## config.mk

```make
export PLATFORM = sky130hd
export DESIGN_NAME = id_stage_flat
export DESIGN_NICKNAME = d
export VERILOG_FILES = /design/src/rtl/id_stage_pkg.sv /design/src/rtl/id_stage_if.sv /design/src/rtl/id_regfile.sv /design/src/rtl/id_stage.sv /design/src/flat_wrapper.sv
export SDC_FILE = /design/constraint.sdc
export NUM_CORES = 2
export LEC_CHECK = 0
export CAP_MARGIN = 40
export CORE_MARGIN = 4
export CORE_UTILIZATION = 50
export DETAILED_ROUTE_END_ITERATION = 6
export PLACE_DENSITY = 0.72
export RECOVER_POWER = 100
export SYNTH_ARGS = -nofsm -noshare
export SYNTH_HDL_FRONTEND = slang
export SYNTH_HIERARCHICAL = 1
export SYNTH_SLANG_ARGS = --single-unit
```

## constraint.sdc

```tcl
create_clock -name clk -period 1.9 [get_ports clk]
set_input_delay 0.57 -clock clk [delete_from_list [all_inputs] [get_ports clk]]
set_output_delay 0.57 -clock clk [all_outputs]
set_load 0.02 [all_outputs]
```

## src/rtl/id_stage_pkg.sv

```systemverilog
// rtl/id_stage_pkg.sv - shared RV32I decode constants, ID/EX payload type and immediate helper
package id_stage_pkg;

    localparam int PC_WIDTH = 10;

    localparam logic [6:0] OP_U_LUI   = 7'b0110111;
    localparam logic [6:0] OP_U_AUIPC = 7'b0010111;
    localparam logic [6:0] OP_I_IMM   = 7'b0010011;
    localparam logic [6:0] OP_R       = 7'b0110011;

    localparam logic [2:0] F3_ADD_SUB = 3'b000;
    localparam logic [2:0] F3_SLL     = 3'b001;
    localparam logic [2:0] F3_SR      = 3'b101;

    localparam logic [6:0] F7_ZERO = 7'b0000000;
    localparam logic [6:0] F7_ALT  = 7'b0100000;

    typedef struct packed {
        logic        valid;
        logic [6:0]  opcode;
        logic [6:0]  funct7;
        logic [2:0]  funct3;
        logic [31:0] imm;
        logic [31:0] rs1_data;
        logic [31:0] rs2_data;
        logic        rd_we;
        logic [4:0]  rd_addr;
        logic        illegal;
    } id_ex_t;

    // OP_R and unsupported opcodes carry a zero immediate.
    function automatic logic [31:0] gen_imm(input logic [31:0] inst);
        logic [31:0] imm;
        case (inst[6:0])
            OP_U_LUI, OP_U_AUIPC: imm = {inst[31:12], 12'b0};
            OP_I_IMM:             imm = {{20{inst[31]}}, inst[31:20]};
            default:              imm = 32'b0;
        endcase
        return imm;
    endfunction

endpackage

```

## src/rtl/id_stage_if.sv

```systemverilog
// rtl/id_stage_if.sv - fetch-to-decode handshake bundle
interface id_stage_if import id_stage_pkg::*; #(
    parameter int PC_W = PC_WIDTH
);
    logic            if_valid;
    logic [PC_W-1:0] if_pc;
    logic [31:0]     if_inst;
    logic            id_ready;

    modport master (
        output if_valid,
        output if_pc,
        output if_inst,
        input  id_ready
    );

    modport slave (
        input  if_valid,
        input  if_pc,
        input  if_inst,
        output id_ready
    );
endinterface

```

## src/rtl/id_regfile.sv

```systemverilog
// rtl/id_regfile.sv - 32x32 register file, two bypassed read ports, one write port
module id_regfile (
    input  logic        clk,
    input  logic        rst_n,
    input  logic [4:0]  raddr1_i,
    input  logic [4:0]  raddr2_i,
    output logic [31:0] rdata1_o,
    output logic [31:0] rdata2_o,
    input  logic        we_i,
    input  logic [4:0]  waddr_i,
    input  logic [31:0] wdata_i
);

    logic [31:0] mem_q [32];
    logic        wr_en;

    assign wr_en = we_i && (waddr_i != 5'd0);

    always_ff @(posedge clk or negedge rst_n) begin
        if (!rst_n) begin
            for (int i = 0; i < 32; i++) begin
                mem_q[i] <= 32'b0;
            end
        end else if (wr_en) begin
            mem_q[waddr_i] <= wdata_i;
        end
    end

    // Same-cycle forwarding of the write port removes RAW stalls.
    always_comb begin
        rdata1_o = 32'b0;
        rdata2_o = 32'b0;
        if (raddr1_i != 5'd0) begin
            rdata1_o = (wr_en && waddr_i == raddr1_i) ? wdata_i : mem_q[raddr1_i];
        end
        if (raddr2_i != 5'd0) begin
            rdata2_o = (wr_en && waddr_i == raddr2_i) ? wdata_i : mem_q[raddr2_i];
        end
    end

endmodule

```

## src/rtl/id_stage.sv

```systemverilog
// rtl/id_stage.sv - RV32I decode: field split, immediate, legality check, operand read, ID/EX register
module id_stage import id_stage_pkg::*; #(
    parameter int PC_W = PC_WIDTH
) (
    input  logic            clk,
    input  logic            rst_n,
    id_stage_if.slave       fetch,
    input  logic            stall_i,
    input  logic            flush_i,
    input  logic            wb_we_i,
    input  logic [4:0]      wb_addr_i,
    input  logic [31:0]     wb_data_i,
    output logic            ex_valid_o,
    output logic [PC_W-1:0] pc_o,
    output logic [6:0]      opcode_o,
    output logic [6:0]      funct7_o,
    output logic [2:0]      funct3_o,
    output logic [31:0]     imm_o,
    output logic [31:0]     rs1_data_o,
    output logic [31:0]     rs2_data_o,
    output logic            rd_we_o,
    output logic [4:0]      rd_addr_o,
    output logic            illegal_o
);

    logic [31:0] inst;
    logic [6:0]  opcode;
    logic [6:0]  funct7;
    logic [2:0]  funct3;
    logic [4:0]  rs1_addr;
    logic [4:0]  rs2_addr;
    logic [4:0]  rd_addr;
    logic [31:0] rs1_data;
    logic [31:0] rs2_data;
    logic        legal;

    id_ex_t          stage_d, stage_q;
    logic [PC_W-1:0] pc_d, pc_q;

    assign inst     = fetch.if_inst;
    assign opcode   = inst[6:0];
    assign rd_addr  = inst[11:7];
    assign funct3   = inst[14:12];
    assign rs1_addr = inst[19:15];
    assign rs2_addr = inst[24:20];
    assign funct7   = inst[31:25];

    assign fetch.id_ready = !stall_i;

    id_regfile u_regfile (
        .clk      (clk),
        .rst_n    (rst_n),
        .raddr1_i (rs1_addr),
        .raddr2_i (rs2_addr),
        .rdata1_o (rs1_data),
        .rdata2_o (rs2_data),
        .we_i     (wb_we_i),
        .waddr_i  (wb_addr_i),
        .wdata_i  (wb_data_i)
    );

    // EX only understands base-ISA funct7 values; anything else is trapped here.
    always_comb begin
        legal = 1'b0;
        case (opcode)
            OP_U_LUI, OP_U_AUIPC: legal = 1'b1;
            OP_I_IMM: begin
                if (funct3 == F3_SLL) begin
                    legal = (funct7 == F7_ZERO);
                end else if (funct3 == F3_SR) begin
                    legal = (funct7 == F7_ZERO) || (funct7 == F7_ALT);
                end else begin
                    legal = 1'b1;
                end
            end
            OP_R: begin
                legal = (funct7 == F7_ZERO) ||
                        ((funct7 == F7_ALT) && ((funct3 == F3_ADD_SUB) || (funct3 == F3_SR)));
            end
            default: legal = 1'b0;
        endcase
    end

    always_comb begin
        stage_d = stage_q;
        pc_d    = pc_q;
        if (flush_i) begin
            stage_d = '0;
            pc_d    = '0;
        end else if (!stall_i) begin
            if (fetch.if_valid && legal) begin
                stage_d.valid    = 1'b1;
                stage_d.opcode   = opcode;
                stage_d.funct7   = funct7;
                stage_d.funct3   = funct3;
                stage_d.imm      = gen_imm(inst);
                stage_d.rs1_data = rs1_data;
                stage_d.rs2_data = rs2_data;
                stage_d.rd_we    = (rd_addr != 5'd0);
                stage_d.rd_addr  = rd_addr;
                stage_d.illegal  = 1'b0;
                pc_d             = fetch.if_pc;
            end else begin
                stage_d         = '0;
                stage_d.illegal = fetch.if_valid;
                pc_d            = '0;
            end
        end
    end

    always_ff @(posedge clk or negedge rst_n) begin
        if (!rst_n) begin
            stage_q <= '0;
            pc_q    <= '0;
        end else begin
            stage_q <= stage_d;
            pc_q    <= pc_d;
        end
    end

    assign ex_valid_o = stage_q.valid;
    assign pc_o       = pc_q;
    assign opcode_o   = stage_q.opcode;
    assign funct7_o   = stage_q.funct7;
    assign funct3_o   = stage_q.funct3;
    assign imm_o      = stage_q.imm;
    assign rs1_data_o = stage_q.rs1_data;
    assign rs2_data_o = stage_q.rs2_data;
    assign rd_we_o    = stage_q.rd_we;
    assign rd_addr_o  = stage_q.rd_addr;
    assign illegal_o  = stage_q.illegal;

endmodule

```

## src/flat_wrapper.sv

```systemverilog
// flat-port wrapper written by rule: the top's interface ports become plain ports
module id_stage_flat import id_stage_pkg::*;
#(
    parameter int PC_W = PC_WIDTH
)
  (clk, rst_n, stall_i, flush_i, wb_we_i, wb_addr_i, wb_data_i, ex_valid_o, pc_o, opcode_o, funct7_o, funct3_o, imm_o, rs1_data_o, rs2_data_o, rd_we_o, rd_addr_o, illegal_o, fetch_if_valid, fetch_if_pc, fetch_if_inst, fetch_id_ready);
  id_stage_if #(.PC_W(PC_W)) fetch_i ();
  input  logic clk;
  input  logic rst_n;
  input  logic stall_i;
  input  logic flush_i;
  input  logic wb_we_i;
  input  logic [4:0] wb_addr_i;
  input  logic [31:0] wb_data_i;
  output logic ex_valid_o;
  output logic [PC_W-1:0] pc_o;
  output logic [6:0] opcode_o;
  output logic [6:0] funct7_o;
  output logic [2:0] funct3_o;
  output logic [31:0] imm_o;
  output logic [31:0] rs1_data_o;
  output logic [31:0] rs2_data_o;
  output logic rd_we_o;
  output logic [4:0] rd_addr_o;
  output logic illegal_o;
  input wire logic [$bits(fetch_i.if_valid)-1:0] fetch_if_valid;
  input wire logic [$bits(fetch_i.if_pc)-1:0] fetch_if_pc;
  input wire logic [$bits(fetch_i.if_inst)-1:0] fetch_if_inst;
  output wire logic [$bits(fetch_i.id_ready)-1:0] fetch_id_ready;
  assign fetch_i.if_valid = fetch_if_valid;
  assign fetch_i.if_pc = fetch_if_pc;
  assign fetch_i.if_inst = fetch_if_inst;
  assign fetch_id_ready = fetch_i.id_ready;
  id_stage #(.PC_W(PC_W)) u_core (.clk(clk), .rst_n(rst_n), .fetch(fetch_i), .stall_i(stall_i), .flush_i(flush_i), .wb_we_i(wb_we_i), .wb_addr_i(wb_addr_i), .wb_data_i(wb_data_i), .ex_valid_o(ex_valid_o), .pc_o(pc_o), .opcode_o(opcode_o), .funct7_o(funct7_o), .funct3_o(funct3_o), .imm_o(imm_o), .rs1_data_o(rs1_data_o), .rs2_data_o(rs2_data_o), .rd_we_o(rd_we_o), .rd_addr_o(rd_addr_o), .illegal_o(illegal_o));
endmodule
```

**After elaboration in Yosys (flattened, before gate mapping)**

Cells that the tools add are included.

- Latch bits: 0
- Memory bits (read-only): 0
- Flip-flop bits (word level): 1,155
- Logic and storage cells: 100
- Memory bits (writable): 0
- Output and inout port bits: 132
- Memories kept: 0

- Magnitude comparators: 4
- Equality and inequality tests: 10
- Div/mod/pow operators: 0
- Reductions and logical operators: 17
- Multiply operators: 0
- Bitwise gates (word level): 3
- Multiplexer cells: 23
- Shift operators: 0
- $add $sub $neg: 0

Operator list:

| operator | number |
|---|---|
| bitwise mux 1024 bit | 1 |
| two-way mux 121 bit | 3 |
| binary-select mux 32 bit (select 5 bit) | 2 |
| two-way mux 32 bit | 9 |
| demux 32 bit (select 5 bit) | 1 |
| one-hot mux 32 bit (2 select lines) | 1 |
| two-way mux 10 bit | 3 |
| == test 7 x 6 -> 1 bit, second input constant | 3 |
| nonzero test 5 bit | 4 |
| >= comparator 6 bit, second input constant | 3 |
| NOT 5 -> 6 bit | 3 |
| == test 7 x 5 -> 1 bit, second input constant | 2 |
| == test 5 bit | 2 |
| zero test 7 bit | 1 |
| logical AND 1 bit | 6 |
| < comparator 6 x 1 -> 1 bit, second input constant | 1 |
| == test 3 x 1 -> 1 bit, second input constant | 1 |
| == test 3 bit, second input constant | 1 |
| zero test 3 bit | 1 |
| logical OR 1 bit | 3 |
| one-hot mux 1 bit (3 select lines) | 1 |
| two-way mux 1 bit | 2 |
| != test 2 x 1 -> 1 bit, second input constant | 1 |
| OR reduction 2 bit | 1 |
| zero test 1 bit | 1 |

**Longest topological paths before layout**

- Depth after elaboration: 9
- Gate-level depth with buffers: 11

**By module**

The synthesis kept the hierarchy.

By module, submodules not included:

| module | cells an instance | area each (um^2) | sequential area each (um^2) | times used |
|---|---|---|---|---|
| id_regfile | 3,787 | 54,890.1 | 25,624.6 | 1 |
| id_stage | 366 | 4,855.9 | 3,278.1 | 1 |

**Worst setup path before layout**

Ideal clock, no wire load.

- Path kind: in2reg
- From: input fetch_if_inst[15]
- To: register u_core.stage_q, in the netlist u_core/rs1_data_o[22]
- Required time: 1.779 ns
- Arrival: 2.390 ns
- Stages: 7
- Path buffers: 3
- Setup slack: -0.611 ns
- Path through: buf_6 -> buf_6 -> buf_2 -> mux4_2 -> a221o_1 -> a32o_1 -> a22o_1

- Word-level cells in the longest chain between the ends: 9
- Elaborated cells on any way between the ends: 12
- Classes of those cells: eq/ne (1); mux (8); bitwise (1); reduce/logical (2)

RTL lines:

| element | line | RTL |
|---|---|---|
| start: declaration | flat_wrapper.sv:28 | `input wire logic [$bits(fetch_i.if_inst)-1:0] fetch_if_inst;` |
| NOT 5 -> 6 bit (implied by the code) | id_regfile.sv:34 | `rdata1_o = (wr_en && waddr_i == raddr1_i) ? wdata_i : mem_q[raddr1_i];` |
| binary-select mux 32 bit (select 5 bit) | id_regfile.sv:34 |  |
| two-way mux 32 bit (implied by the code) (2 in series) | id_regfile.sv:34 |  |
| two-way mux 32 bit | id_regfile.sv:34 |  |
| two-way mux 32 bit (*) | id_regfile.sv:33 | `if (raddr1_i != 5'd0) begin` |
| named net u_core.rs1_data[22] | id_stage.sv:33 | `logic [31:0] rs1_data;` |
| two-way mux 121 bit (*) | id_stage.sv:91 | `if (fetch.if_valid && legal) begin` |
| two-way mux 121 bit (*) | id_stage.sv:90 | `end else if (!stall_i) begin` |
| two-way mux 121 bit (*) | id_stage.sv:87 | `if (flush_i) begin` |
| end signal: assignment | id_stage.sv:116 | `stage_q <= stage_d;` |
| end: declaration | id_stage.sv:37 | `id_ex_t stage_d, stage_q;` |

The timed path passes the listed nets; every way through them passes the cells marked *. The select of a mux whose other input is x is not followed.
A chain may end at the register's enable or synchronous reset.

**Worst setup path in the final report**

- From: register u_core/u_regfile/mem_q[74] (netlist name)
- To: register u_core.stage_q, in the netlist u_core/rs1_data_o[10]

- Word-level cells in the longest chain between the ends: 8

RTL lines:

| element | line | RTL |
|---|---|---|
| start: declaration | id_regfile.sv:14 | `logic [31:0] mem_q [32];` |
| start signal: indexed assignment | id_regfile.sv:25 | `mem_q[waddr_i] <= wdata_i;` |
| binary-select mux 32 bit (select 5 bit) | id_regfile.sv:34 |  |
| two-way mux 32 bit (implied by the code) (2 in series) | id_regfile.sv:34 |  |
| two-way mux 32 bit | id_regfile.sv:34 |  |
| two-way mux 32 bit | id_regfile.sv:33 |  |
| named net u_core.rs1_data[10] | id_stage.sv:33 |  |
| two-way mux 121 bit | id_stage.sv:91 |  |
| two-way mux 121 bit | id_stage.sv:90 |  |
| two-way mux 121 bit | id_stage.sv:87 |  |

The timed path passes the listed nets, and every way through them passes these cells. The select of a mux whose other input is x is not followed.

==> impl_results.md <==
* Status: finished with violations
* Failing checks: negative setup slack
* Multi-input logic area at around 30,000 um2
* Detailed-route via count at 44,760
* Die extent in y at around 350 um
* Setup crit end kind: flip-flop
* Synth Area in Compound Gates at between 6 and 7%
* Core footprint at 118,400 um2
* Post-synthesis mux area share at a little under two fifths
* Peak VDD IR at about 0.00077 V
* Final period util at 106.8%
* Post-Synth Simple-Gate Area at ~2.3%
* Fin crit period at roughly 2.0 ns
* Initial antenna violation count at 1
* IO buf count at 216
* Fin Clk Skew at ~0.027 ns
* DR iter-0 viols at 5,146
* Sequential-to-total area share from yosys stat at 48.38%
* Critical path arrival at ~2.6 ns
* Mapped Area at between 50,000 and 60,000 um2
* Hpwl dp at roughly 140,000 um
* Vias per cell at just under 7
* Crit Path Max Fanout at 2
* Final hold violations at 0
* Critical path type: flip-flop to flip-flop
* Crit path cell chain: mux4_2 > mux2_4 > a221o_1 > a32o_1 > a22o_1
* Clock tree buffer depth at 3
* Largest family of logic cells by synthesized area: multiplexers
* Startpoint Class: flip-flop
* Average size of a mapped cell at about 14 um2
* Leakage power at ~34 nW
* Syn Nets at about 4,200
* Num CTS Buffers at 119
* Vias in the first global route at 46,100
* FFs w/ async S/R, synth at 100.0%
* Post-Route WL at around 220,000 um
* DRC at 0
* Tot Pwr at about 72 mW
* Sequential cell area at between 20,000 and 30,000 um2
* CTS Root Cell: clkbuf_16
* Initial Utilization at about half
* Router iterations before antenna repair at 7
* Slowest stage delay, CP at 0.47 ns
* HP Class: primary input to flip-flop
* Worst Slack Setup Final at -0.1296 ns
* # rows at ~130
* H-tree Lvls at 3
* Gpl congestion at slightly below 0.9
* CTS tree: yes
* Die span in x at 353.7 um
* Slowest stage cell, crit path: mux4_2
* Max Cap Violations at 0
* Wire per inst at approximately 33 um
* Fmax at between 400 and 500 MHz
* Synth Instances at 4,153
* Final core utilization at about 64%
* CP Data Required Time at 2.50 ns
* Commonest non-fill, non-tap cell in the layout: dfrtp_1
* Final max-slew violation count at 0
* Clk sinks at between 1,000 and 1,500
* Post-Synth Adder-Cell Area at 0%
* Final setup vio count at between 200 and 250
* PD cells at roughly 950 nW/um2
* Number of synthesized flops with an enable pin at 0
* Clock slew at reported path FFs at 0.06 ns
* Hold slack at between 0.2 and 0.25 ns
* Worst-margin pin slew at between 1 and 1.5 ns
* RSZ-0062 raised after global routing: true
* Post-DRT Antenna Nets at 0
* Area growth syn-to-layout at 27.17%
* Yosys warns at 6
* Primary FF master, synth: dfrtp_1
* Layout Nets at about 5,000
* FILL cells at approximately 8,300
* Max-slew headroom at a little under a fifth
* Pin count of the biggest net entering global routing at 74
* GRT Util Overall at between 30 and 40%
* Post-Synth XOR/XNOR Area at less than 1%
* Synthesized flop and latch total at around 1,200
* Total gr overflow at 0
* Clock latency on the worst-skew pair at around 0.73 ns
* Most frequent cells in the layout: dfrtp_1 (1,128), mux2_2 (971), buf_4 (558)
* Ports at 217
* Layout cells sized above 1 at around 56%
* First-pass GRT wire length at 316,400 um
* Die area at 125,100 um2
* Unique masters post-synth at 59
## sequential cells by signal, indices dropped and copies added (netlist names)
| register | flops |
|---|---|
| u_core/u_regfile/mem_q | 1024 |
| u_core/opcode_o | 7 |
| u_core/funct3_o | 3 |
| u_core/imm_o | 32 |
| u_core/rs1_data_o | 32 |
| u_core/rs2_data_o | 32 |
| u_core/rd_we_o | 1 |
| u_core/ex_valid_o | 1 |
| u_core/funct7_o | 7 |
| u_core/illegal_o | 1 |
| u_core/pc_o | 10 |
| u_core/rd_addr_o | 5 |
## power by group
group          leakage (nW)  switching, mW  internal [mW]  total (mW)
logic                  17.5           6.55           9.71        16.3
clock network          1.97           10.1           13.8        23.9
registers              14.9           3.05           28.8        31.8
total                  34.3           19.7           52.3        72.0
## area by class of cell
| class | count | share of cell area [%] |
|---|---|---|
| antenna | 2 | 0.006587 |
| clock buffer | 176 | 4.639 |
| clock inverter | 40 | 0.5599 |
| inverter | 6 | 0.02964 |
| multi-input combinational | 2521 | 39.00 |
| sequential | 1155 | 38.08 |
| tap | 1600 | 2.635 |
| timing repair buffer | 1092 | 15.04 |
## worst max-delay path, delay by kind of cell, from the launching register on
kind               cells  cell delay [ns]
AOI/OAI and AO/OA      3             0.79
DFF                    1             0.37
muxes                  2             0.76
## worst paths after layout
check,start,to,slack (ns),cells after the start
min in group asynchronous,rst_n,u_core/ex_valid_o,0.66,2
worst max-delay path,u_core/u_regfile/mem_q[74],u_core/rs1_data_o[10],-0.13,5
worst min register to register,u_core/u_regfile/mem_q[1007],u_core/u_regfile/mem_q[1007],0.39,0
worst max register to register,u_core/u_regfile/mem_q[74],u_core/rs1_data_o[10],-0.13,5
max in group asynchronous,rst_n,u_core/u_regfile/mem_q[226],0.01,4
worst min-delay path,fetch_if_inst[14],u_core/funct3_o[2],0.24,2
## metrics by stage
step,setup WS [ns],TNS (ns),area [um2],cells
CTS,-0.1321,-3.038,75590,6526
floorplan,-0.4891,-27.40,60790,4153
detailed placement,-1.178,-894.29,70390,6217
global placement,-1.179,-857.55,70390,6217
global route,-0.1690,-34.98,75970,6590
finish,-0.1296,-6.797,75980,6592
## per-layer routing
layer  GRT usage (%)  vias up  share of wire [%]
met1           44.55    23270                 37
met5               0        -             0.0059
met3           10.70      873                 12
li1                -    17570                  -
met4           18.36        2                6.9
met2           50.90     3044                 44
## kinds of logic after synthesis
logic type,after synthesis
multiplexers,1670
flip-flops,1155
AO/OA/AOI/OAI,544
buffers and inverters,477
AND/OR/NAND/NOR,297
XOR/XNOR,10
## timing repair
item / CTS / global route
hold buffers: 1 / 0
gates resized for setup: 796 / 126
buffers inserted: 76 / 61
setup endpoints to repair: 874 / 105
endpoints found under the hold margin: 10 / 0
gates cloned: 17 / 8
pin swaps: 63 / 63
## cell usage after synthesis, types with 8 or more instances
| cell | number | area share, % |
|---|---|---|
| nor2b_1 | 10 | 0.10 |
| o21ai_0 | 35 | 0.29 |
| nor3_1 | 21 | 0.18 |
| buf_4 | 22 | 0.28 |
| clkbuf_1 | 278 | 1.7 |
| o22a_1 | 8 | 0.12 |
| buf_2 | 76 | 0.64 |
| a21o_1 | 9 | 0.11 |
| mux4_2 | 394 | 15 |
| nor4_1 | 17 | 0.18 |
| mux2i_1 | 252 | 4.2 |
| a211o_1 | 8 | 0.12 |
| dfrtp_1 | 1155 | 48 |
| o221ai_1 | 32 | 0.47 |
| buf_6 | 40 | 0.75 |
| nor3b_1 | 8 | 0.10 |
| a32o_1 | 32 | 0.54 |
| nand2_1 | 128 | 0.80 |
| a32oi_1 | 17 | 0.25 |
| o22ai_1 | 81 | 0.85 |
| nand2b_1 | 13 | 0.14 |
| a21oi_1 | 39 | 0.33 |
| mux2_2 | 1024 | 19 |
| a211oi_1 | 33 | 0.41 |
| nor2_1 | 60 | 0.38 |
| a221o_1 | 28 | 0.47 |
| buf_1 | 55 | 0.35 |
| a221oi_1 | 46 | 0.67 |
| o21ai_1 | 20 | 0.17 |
| a22o_1 | 92 | 1.3 |
| a22oi_1 | 45 | 0.57 |
(Power assumes the default switching activity.)
